$ cat src/rtl/mem_arb_pkg.sv
// ============================================================================
// Module  : mem_arb_pkg
// Purpose : Shared types and constants for the two-port RAM arbiter:
//           FSM state encoding, default widths, port indices and a helper
//           for loading the read-latency counter.
// Revision: 1.0 - initial release
// ============================================================================
`default_nettype none

package mem_arb_pkg;

  typedef enum logic [1:0] {
    IDLE   = 2'd0,
    ACCESS = 2'd1,
    WAIT   = 2'd2,
    RESP   = 2'd3
  } arb_state_e;

  localparam int unsigned ARB_ADDR_W = 9;
  localparam int unsigned ARB_DATA_W = 32;

  localparam logic PORT_CPU = 1'b0;
  localparam logic PORT_LDR = 1'b1;

  // Counter preload for the WAIT state; legal read latencies 1..4 fit in 2 bits.
  function automatic logic [1:0] lat_init(input int unsigned rd_lat);
    return 2'(rd_lat - 1);
  endfunction

endpackage

`default_nettype wire

$ cat src/rtl/mem_port_arbiter_arb2_select.sv
// ============================================================================
// Module  : arb2_select
// Purpose : Combinational winner selection between the CPU port (index 0)
//           and the loader port (index 1).
//           MEM_ARB_ROUND_ROBIN_EN defined  : ties go to the port that did
//                                             not win last time.
//           MEM_ARB_ROUND_ROBIN_EN undefined: the CPU port always wins ties.
//           A lone requester always wins in either build.
// Revision: 1.0 - initial release
// ============================================================================
`default_nettype none

module arb2_select
  import mem_arb_pkg::*;
(
  input  logic [1:0] req_i,
  input  logic       last_grant_i,
  output logic       valid_o,
  output logic       grant_o
);

`ifndef MEM_ARB_ROUND_ROBIN_EN
  // Fixed priority has no use for the grant history.
  logic unused_last_grant;
  assign unused_last_grant = last_grant_i;
`endif

  // Pick the winning port index; grant_o is meaningless while valid_o is low.
  always_comb begin
    valid_o = |req_i;
`ifdef MEM_ARB_ROUND_ROBIN_EN
    if (&req_i) begin
      grant_o = ~last_grant_i;
    end else begin
      grant_o = req_i[PORT_CPU] ? PORT_CPU : PORT_LDR;
    end
`else
    grant_o = req_i[PORT_CPU] ? PORT_CPU : PORT_LDR;
`endif
  end

endmodule

`default_nettype wire

$ cat src/rtl/mem_port_arbiter.sv
// ============================================================================
// Module  : mem_port_arbiter
// Purpose : Serialises CPU (p0) and loader (p1) accesses onto a single-port
//           RAM, one transaction in flight at a time.
//           IDLE -> ACCESS -> RESP             (write)
//           IDLE -> ACCESS -> WAIT x RD_LAT -> RESP (read)
//           Optional macro MEM_ARB_ROUND_ROBIN_EN selects round-robin tie
//           breaking (default build: fixed priority, CPU wins).
// Revision: 1.0 - initial release
// ============================================================================
`default_nettype none

module mem_port_arbiter
  import mem_arb_pkg::*;
#(
  parameter int unsigned ADDR_W = ARB_ADDR_W,
  parameter int unsigned DATA_W = ARB_DATA_W,
  parameter int unsigned RD_LAT = 1           // legal range 1..4
) (
  input  logic              clk_i,
  input  logic              rst_i,

  input  logic              p0_req_i,
  input  logic              p0_we_i,
  input  logic [ADDR_W-1:0] p0_addr_i,
  input  logic [DATA_W-1:0] p0_wdata_i,
  output logic              p0_ack_o,
  output logic [DATA_W-1:0] p0_rdata_o,

  input  logic              p1_req_i,
  input  logic              p1_we_i,
  input  logic [ADDR_W-1:0] p1_addr_i,
  input  logic [DATA_W-1:0] p1_wdata_i,
  output logic              p1_ack_o,
  output logic [DATA_W-1:0] p1_rdata_o,

  output logic [ADDR_W-1:0] ram_addr_o,
  output logic [DATA_W-1:0] ram_wdata_o,
  output logic              ram_we_o,
  output logic              ram_re_o,
  input  logic [DATA_W-1:0] ram_rdata_i,

  output logic              busy_o
);

  arb_state_e        state_q;
  logic              grant_q;
  logic              we_q;
  logic [ADDR_W-1:0] addr_q;
  logic [DATA_W-1:0] wdata_q;
  logic [1:0]        lat_cnt_q;
  logic              ram_we_q;
  logic              ram_re_q;
  logic              p0_ack_q;
  logic              p1_ack_q;
  logic [DATA_W-1:0] p0_rdata_q;
  logic [DATA_W-1:0] p1_rdata_q;

  logic              last_grant;
  logic              sel_valid;
  logic              sel_port;
  logic              win_we;
  logic [ADDR_W-1:0] win_addr;
  logic [DATA_W-1:0] win_wdata;

`ifdef MEM_ARB_ROUND_ROBIN_EN
  logic last_grant_q;
  assign last_grant = last_grant_q;
`else
  // No history register: the selector ignores it in this build.
  assign last_grant = PORT_LDR;
`endif

  arb2_select u_sel (
    .req_i        ({p1_req_i, p0_req_i}),
    .last_grant_i (last_grant),
    .valid_o      (sel_valid),
    .grant_o      (sel_port)
  );

  // Winner's request fields; the loser's inputs never reach the latches.
  assign win_we    = (sel_port == PORT_LDR) ? p1_we_i    : p0_we_i;
  assign win_addr  = (sel_port == PORT_LDR) ? p1_addr_i  : p0_addr_i;
  assign win_wdata = (sel_port == PORT_LDR) ? p1_wdata_i : p0_wdata_i;

  // Transaction FSM with registered RAM strobes, acks and read-data capture.
  always_ff @(posedge clk_i or posedge rst_i) begin
    if (rst_i) begin
      state_q      <= IDLE;
      grant_q      <= PORT_CPU;
      we_q         <= 1'b0;
      addr_q       <= '0;
      wdata_q      <= '0;
      lat_cnt_q    <= 2'd0;
      ram_we_q     <= 1'b0;
      ram_re_q     <= 1'b0;
      p0_ack_q     <= 1'b0;
      p1_ack_q     <= 1'b0;
      p0_rdata_q   <= '0;
      p1_rdata_q   <= '0;
`ifdef MEM_ARB_ROUND_ROBIN_EN
      last_grant_q <= PORT_LDR;
`endif
    end else begin
      // Strobes and acks are single-cycle pulses unless re-armed below.
      ram_we_q <= 1'b0;
      ram_re_q <= 1'b0;
      p0_ack_q <= 1'b0;
      p1_ack_q <= 1'b0;
      case (state_q)
        IDLE: begin
          if (sel_valid) begin
            grant_q  <= sel_port;
            we_q     <= win_we;
            addr_q   <= win_addr;
            wdata_q  <= win_wdata;
            // Arm the strobe now so it is high exactly during ACCESS.
            ram_we_q <= win_we;
            ram_re_q <= ~win_we;
            state_q  <= ACCESS;
          end
        end
        ACCESS: begin
          if (we_q) begin
            p0_ack_q <= (grant_q == PORT_CPU);
            p1_ack_q <= (grant_q == PORT_LDR);
            state_q  <= RESP;
          end else begin
            lat_cnt_q <= lat_init(RD_LAT);
            state_q   <= WAIT;
          end
        end
        WAIT: begin
          if (lat_cnt_q == 2'd0) begin
            if (grant_q == PORT_CPU) begin
              p0_rdata_q <= ram_rdata_i;
            end else begin
              p1_rdata_q <= ram_rdata_i;
            end
            p0_ack_q <= (grant_q == PORT_CPU);
            p1_ack_q <= (grant_q == PORT_LDR);
            state_q  <= RESP;
          end else begin
            lat_cnt_q <= lat_cnt_q - 2'd1;
          end
        end
        RESP: begin
`ifdef MEM_ARB_ROUND_ROBIN_EN
          last_grant_q <= grant_q;
`endif
          state_q <= IDLE;
        end
        default: state_q <= IDLE;
      endcase
    end
  end

  assign ram_addr_o  = addr_q;
  assign ram_wdata_o = wdata_q;
  assign ram_we_o    = ram_we_q;
  assign ram_re_o    = ram_re_q;
  assign p0_ack_o    = p0_ack_q;
  assign p1_ack_o    = p1_ack_q;
  assign p0_rdata_o  = p0_rdata_q;
  assign p1_rdata_o  = p1_rdata_q;
  assign busy_o      = (state_q != IDLE);

endmodule

`default_nettype wire

$ cat config.mk
export PLATFORM = sky130hd
export DESIGN_NAME = mem_port_arbiter
export DESIGN_NICKNAME = d
export VERILOG_FILES = /design/src/rtl/mem_arb_pkg.sv /design/src/rtl/mem_port_arbiter_arb2_select.sv /design/src/rtl/mem_port_arbiter.sv
export SDC_FILE = /design/constraint.sdc
export NUM_CORES = 1
export LEC_CHECK = 0
export CORE_ASPECT_RATIO = 2
export CORE_UTILIZATION = 45
export CTS_CLUSTER_DIAMETER = 30
export DETAILED_ROUTE_END_ITERATION = 10
export PLACE_DENSITY = 0.86
export SYNTH_ARGS = -nofsm -noshare
export SYNTH_HDL_FRONTEND = slang
export SYNTH_SLANG_ARGS = --single-unit
$ cat constraint.sdc
create_clock -name clk_i -period 6.5 [get_ports clk_i]
set_input_delay 0.65 -clock clk_i [delete_from_list [all_inputs] [get_ports clk_i]]
set_output_delay 0.65 -clock clk_i [all_outputs]
set_load 0.05 [all_outputs]
==> flow_summary.ini, run 1 <==
[setup_path]
cp.arrival_ns = 2.06
critPathKind = reg -> out
required_ns = 5.85
end_kind = primary output
cp-start-kind = register
cp_max_fo = 4

[global_routing]
globalRouteTotalUtil_pct = 22.1
grt_pass1_wl_um = 20100
overflow = 0
grt_pass1_vias = 4064
grt_max_degree = 88
antenna_found_initial = 0

[outcome]
outcome = finished clean

[floorplanning]
core_um2 = 10900
boundaryPins = 230
initial_core_util_pct = 46.6
die-area_um2 = 11800
rows = 54
die_w_um = 77.3
die_height_um = 153

[synth]
synthAdderAreaFrac_pct = 1.23
synth_compound_area_share_pct = 5.79
synth_top_family_by_area = multiplexers
ys_seq_area_share_pct = 56.4
synthMuxAreaShare_pct = 27.4
yosys.area_share.simple_pct = 4.88
synth_xor_area_share_pct = 0
synth_cell_types = 30
synth_area_um2 = 5100
ys_ff_latch = 115
yosysWarnings = 0
syn_area_per_cell_um2 = 14.0
synth_nets = 490
netlist_instances = 365

[power]
netSwitchingFraction_pct = 45.7
p_int_mw = 2.72
clkPwrFrac_pct = 17.5
p_per_area_nw_per_um2 = 629
p_switching_mw = 2.29
ir_drop_mv = 0.374
power_mw = 5.01
power_leakage_nw = 3.67
pwr-share-comb_pct = 56.8
seqPwrFrac_pct = 25.7

[finish]
fin_nets = 720
drive_gt1_share_pct = 17.3
fill_cells = 765
num_antenna_cells = 0
area_delta_synth_final_pct = 56.2

[clocking]
cts-resized-gates = 0
tritoncts.num_buffers = 17
cts_buffer_depth = 2
htree_levels = 4
cts_root_buffer = clkbuf_16
cts_setup_buffers = 0
clock-sinks = 115
holdBufCountCts = 0
clkTransAtPathRegs_ns = 0.06
cts_tree = done
clk_latency_ns = 0.40

[routing]
wire_per_inst_um = 16.3
num_vias = 3694
wirelength_um = 12200
ant_nets = 0
avgViaCountPerCell = 4.94
route.detailed.drc = 0
drt_iter0_drc = 125
firstDrtPassIters = 4

[sta]
setup_viol = 0
relSlewSlack_pct = 44.4
hold_viol = 0
tightest_slew_ns = 0.833
max_freq_mhz = 368
tns_ns = 0
rsz0062_at_grt = false
fin_crit_ns = 2.71
drv_slew = 0
finalCritPeriodShare_pct = 41.8
fin_skew_ns = 0.0116

[placement]
port_buffers = 229
dpl.hpwl_um = 8830
gp_congestion = 0.771

[min_path]
min_path_type = reg -> reg

[run]
max-cap-violations = 0
==> area by class of cell <==
class	instances	area, um^2	area share, %
Clock buffer	18	439	5.51
Timing Repair Buffer	232	2310	29.0
Clock inverter	14	128	1.60
Inverter	7	28.8	0.361
Multi-Input combinational cell	222	2010	25.2
Tap cell	140	175	2.20
Sequential cell	115	2880	36.1
==> registers in the layout (all words and copies together), names as in the netlist <==
register / cells
grant_q: 1
lat_cnt_q: 2
p0_ack_o: 1
p0_rdata_o: 32
p1_ack_o: 1
p1_rdata_o: 32
ram_addr_o: 9
ram_re_o: 1
ram_wdata_o: 32
ram_we_o: 1
state_q: 2
we_q: 1
==> cell families (layout without fill, tap and decap cells) <==
| family | after synthesis | in the layout |
|---|---|---|
| DFF | 115 | 115 |
| muxes | 109 | 109 |
| and+or+nand+nor | 55 | 55 |
| AOI/OAI and AO/OA | 53 | 53 |
| buffers and inverters | 28 | 271 |
| adders and majority gates | 5 | 5 |
==> synth_stat cells, drive strengths merged <==
master / number / share of area [%]
dfrtp: 115 / 56
mux2: 66 / 19
nand2: 44 / 3.2
o21ai: 44 / 4.5
mux2i: 43 / 8.4
buf: 15 / 3.0
inv: 7 / 0.52
clkbuf: 6 / 0.66
ha: 5 / 1.2
nor2: 4 / 0.29
a21oi: 3 / 0.29
nand3: 2 / 0.44
nor2b: 2 / 0.25
a211oi: 1 / 0.15
a21o: 1 / 0.15
a22o: 1 / 0.17
a22oi: 1 / 0.15
and3: 1 / 0.12
nand3b: 1 / 0.39
nor3b: 1 / 0.15
o221ai: 1 / 0.17
o2bb2ai: 1 / 0.17
==> through the flow <==
stage | utilization [%] | instances | hold slack [ns] | setup slack, ns | cell area, um^2
4_1_cts | 72.8 | 748 | 0.481 | 3.77 | 7960
2_1_floorplan | - | 365 | 0.485 | 2.81 | 5100
6_report | 72.8 | 748 | 0.477 | 3.79 | 7960
3_3_place_gp | 67.6 | 716 | 0.461 | 4.11 | 7400
3_5_place_dp | 67.6 | 716 | 0.469 | 4.05 | 7400
5_1_grt | 72.8 | 748 | 0.506 | 3.72 | 7960
==> power groups by stage <==
stage	Sequential [mW]	Combinational (mW)	Clock [mW]
after floorplan	2.43	0.819	0
after global placement	1.27	2.81	0
after detailed placement	1.29	2.85	0
after CTS	1.29	2.87	0.889
after global routing	1.33	2.97	0.928
final	1.29	2.85	0.877
==> metal layers <==
layer | GRT usage [%] | up-vias | share of wire [%]
met5 | 0 | - | 0
met4 | 10.9 | 0 | 3.3
li1 | - | 1727 | -
met2 | 38.6 | 178 | 53
met1 | 24.5 | 1761 | 38
met3 | 5.57 | 28 | 5.5
==> worst paths after layout <==
path,from,end,slack (ns),depth (start not counted)
worst min-delay path,ram_wdata_o[3]$_DFFE_PP0P_,ram_wdata_o[3]$_DFFE_PP0P_,0.48,2
worst min register to register,ram_wdata_o[3]$_DFFE_PP0P_,ram_wdata_o[3]$_DFFE_PP0P_,0.48,2
worst max-delay path,state_q[0]$_DFFE_PP0P_,busy_o,3.79,4
min in group asynchronous,rst_i,p1_rdata_o[17]$_DFFE_PP0P_,0.68,2
worst max register to register,state_q[0]$_DFFE_PP0P_,p1_rdata_o[5]$_DFFE_PP0P_,4.26,4
max in group asynchronous,rst_i,ram_re_o$_DFF_PP0_,4.55,3
==> placed cells by master (no fill, tap or decap) <==
cell type / n
buf_2: 1
clkbuf_8: 1
o21ai_1: 7
nor3b_1: 1
mux2_4: 60
inv_4: 1
o21ai_0: 36
a21oi_1: 3
buf_4: 3
clkinvlp_4: 4
a21o_1: 1
clkbuf_16: 17
mux2_1: 1
and3_1: 1
clkinv_4: 2
nand2_1: 44
clkinv_2: 3
a211oi_1: 1
inv_1: 6
o221ai_1: 1
nand3_1: 1
o21ai_4: 1
a22o_1: 1
mux2i_1: 43
nor2b_1: 2
ha_1: 5
mux2_2: 5
nand3b_4: 1
o2bb2ai_1: 1
inv_6: 4
clkdlybuf4s50_1: 228
dfrtp_1: 115
a22oi_1: 1
nor2_1: 4
bufinv_16: 1
nand3_4: 1
==> worst max-delay path: stages, from the launching register on <==
cell,delay (ns)
dfrtp_1,0.38
inv_1,0.09
ha_1,0.27
inv_1,0.12
clkdlybuf4s50_1,0.81
Power figures use the tool's default switching activity.
==> run 2: changes to the inputs <==
--- a/config.mk
+++ b/config.mk
@@ -6,10 +6,10 @@
 export NUM_CORES = 1
 export LEC_CHECK = 0
 export CORE_ASPECT_RATIO = 2
-export CORE_UTILIZATION = 45
+export CORE_UTILIZATION = 38
 export CTS_CLUSTER_DIAMETER = 30
 export DETAILED_ROUTE_END_ITERATION = 10
-export PLACE_DENSITY = 0.86
+export PLACE_DENSITY = 0.77
 export SYNTH_ARGS = -nofsm -noshare
 export SYNTH_HDL_FRONTEND = slang
 export SYNTH_SLANG_ARGS = --single-unit
==> constraint.sdc (replaced) <==
create_clock -name clk_i -period 2.3 [get_ports clk_i]
set_input_delay 0.23 -clock clk_i [delete_from_list [all_inputs] [get_ports clk_i]]
set_output_delay 0.23 -clock clk_i [all_outputs]
set_load 0.05 [all_outputs]
==> flow_summary.ini, run 2 (synthesis gave the netlist of run 1 again) <==
[outcome]
outcome = finished with violations
violations = DRC

[setup_path]
cp_max_fo = 4
r2r-end = p1_rdata_o[17]$_DFFE_PP0P_
cp.arrival_ns = 1.65
cp_cell_sequence = inv_1 > ha_1 > inv_1 > dlymetal6s2s_1
reg2reg_slack_ns = 0.53
required_ns = 2.07
critPathKind = reg -> out
worst-path-buf-inv = 3
reg2reg_depth = 5
cpPeakStageDelay_ns = 0.42
critPathSlowestCell = dlymetal6s2s_1
cp-start-kind = register
end_kind = primary output
cp_common_cell = inv_1
reg2reg_from = lat_cnt_q[0]$_DFFE_PP0P_
critPathTopFamily = buffers and inverters

[clocking]
clk_latency_ns = 0.40
cts-resized-gates = 0
cts_setup_buffers = 0
holdBufCountCts = 0
cts_tree = done
tritoncts.num_buffers = 17
clkTransAtPathRegs_ns = 0.06
clock-sinks = 115
cts_root_buffer = clkbuf_16
htree_levels = 4
cts_buffer_depth = 2

[floorplanning]
die-area_um2 = 13900
core_um2 = 13100
boundaryPins = 230
rows = 59
die_w_um = 83.9
die_height_um = 166
initial_core_util_pct = 39.0

[finish]
drive_gt1_share_pct = 17.9
mostFrequentLayoutCell = clkdlybuf4s50_1
num_antenna_cells = 0
multi_input_area_um2 = 2010
seq_area_um2 = 2880
final_cell_mix = 227 x clkdlybuf4s50_1, 115 x dfrtp_1, 60 x mux2_4, 44 x nand2_1, 43 x mux2i_1
fin_nets = 726
area_delta_synth_final_pct = 59.5
fill_cells = 1024

[placement]
gp_congestion = 0.799
dpl.hpwl_um = 9510
port_buffers = 229

[global_routing]
grt_pass1_vias = 4075
globalRouteTotalUtil_pct = 19.3
overflow = 0
grt_pass1_wl_um = 21000
antenna_found_initial = 0
grt_max_degree = 77

[power]
p_per_area_nw_per_um2 = 1780
ir_drop_mv = 0.833
clkPwrFrac_pct = 18.6
p_int_mw = 7.99
pwr-share-comb_pct = 56.4
power_leakage_nw = 3.74
seqPwrFrac_pct = 25.1
p_switching_mw = 6.45
netSwitchingFraction_pct = 44.7

[run]
max-cap-violations = 0

[sta]
setup_viol = 0
tns_ns = 0
relSlewSlack_pct = 61.2
fin_crit_ns = 1.88
fin_skew_ns = 0.0131
rsz0062_at_grt = false
hold_viol = 0
tightest_slew_ns = 0.580
hold_slack_ns = 0.290
drv_slew = 0
max_freq_mhz = 532
finalCritPeriodShare_pct = 81.6

[routing]
avgViaCountPerCell = 4.76
drt_iter0_drc = 134
route.detailed.drc = 32
ant_nets = 0
num_vias = 3643
wirelength_um = 12700
wire_per_inst_um = 16.7
firstDrtPassIters = 7

[min_path]
min_path_type = in -> async
## run 2: cell types whose count changed in the layout (fill, tap and decap cells not counted), sizes merged
cell	previous run	this run
bufinv	1	3
buf	4	10
clkinv	5	3
clkinvlp	4	6
inv	11	7
dlymetal6s2s	0	1
clkdlybuf4s50	228	227
clkbuf	18	19
## run 2: stage by stage
stage	area, um^2	power, mW	worst slack (ns)	util, %	cells
2_1_floorplan	5100	9.19	0.671	-	365
3_3_place_gp	7520	11.6	0.483	57.6	734
3_5_place_dp	7520	11.8	0.449	57.6	734
4_1_cts	8130	14.6	0.00182	62.2	765
5_1_grt	8130	15.1	0.339	62.2	765
6_report	8130	14.4	0.422	62.2	765
## run 2: worst max path at each step
| stage | endpoint | cells after the start | start |
|---|---|---|---|
| after floorplan | grant_q$_DFFE_PP0P_ | 1 | rst_i |
| after global placement | busy_o | 4 | state_q[0]$_DFFE_PP0P_ |
| after detailed placement | busy_o | 4 | state_q[0]$_DFFE_PP0P_ |
| after CTS | busy_o | 4 | state_q[0]$_DFFE_PP0P_ |
| after global routing | busy_o | 4 | state_q[0]$_DFFE_PP0P_ |
| final | busy_o | 4 | state_q[0]$_DFFE_PP0P_ |
## run 2: layout make-up
class	count	share of cell area (%)
clock buffer	19	5.57
clock inverter	12	1.91
inverter	7	0.369
multi-input combinational	222	24.7
sequential	115	35.4
tap	152	2.34
timing repair buffer	238	29.8
## run 2: worst reg2reg max path, cell delays in order (launching register included)
cell and delay, ns:
dfrtp_1 0.41, inv_1 0.09, ha_1 0.28, nand3_4 0.29, buf_12 0.28, mux2_4 0.30
## run 2: per-layer routing
metal / vias up / GRT usage (%) / part of all wire (%)
li1: 1739 / - / -
met1: 1718 / 20.7 / 36
met2: 171 / 35.7 / 56
met3: 15 / 4.27 / 6.1
met4: 0 / 8.02 / 1.7
met5: - / 0 / 0
## run 2: power by group through the flow
| stage | clock network, mW | registers (mW) | logic (mW) |
|---|---|---|---|
| floorplan | 0 | 6.88 | 2.32 |
| global placement | 0 | 3.59 | 8.06 |
| detailed placement | 0 | 3.63 | 8.17 |
| CTS | 2.76 | 3.63 | 8.19 |
| global route | 2.84 | 3.74 | 8.49 |
| finish | 2.68 | 3.62 | 8.14 |
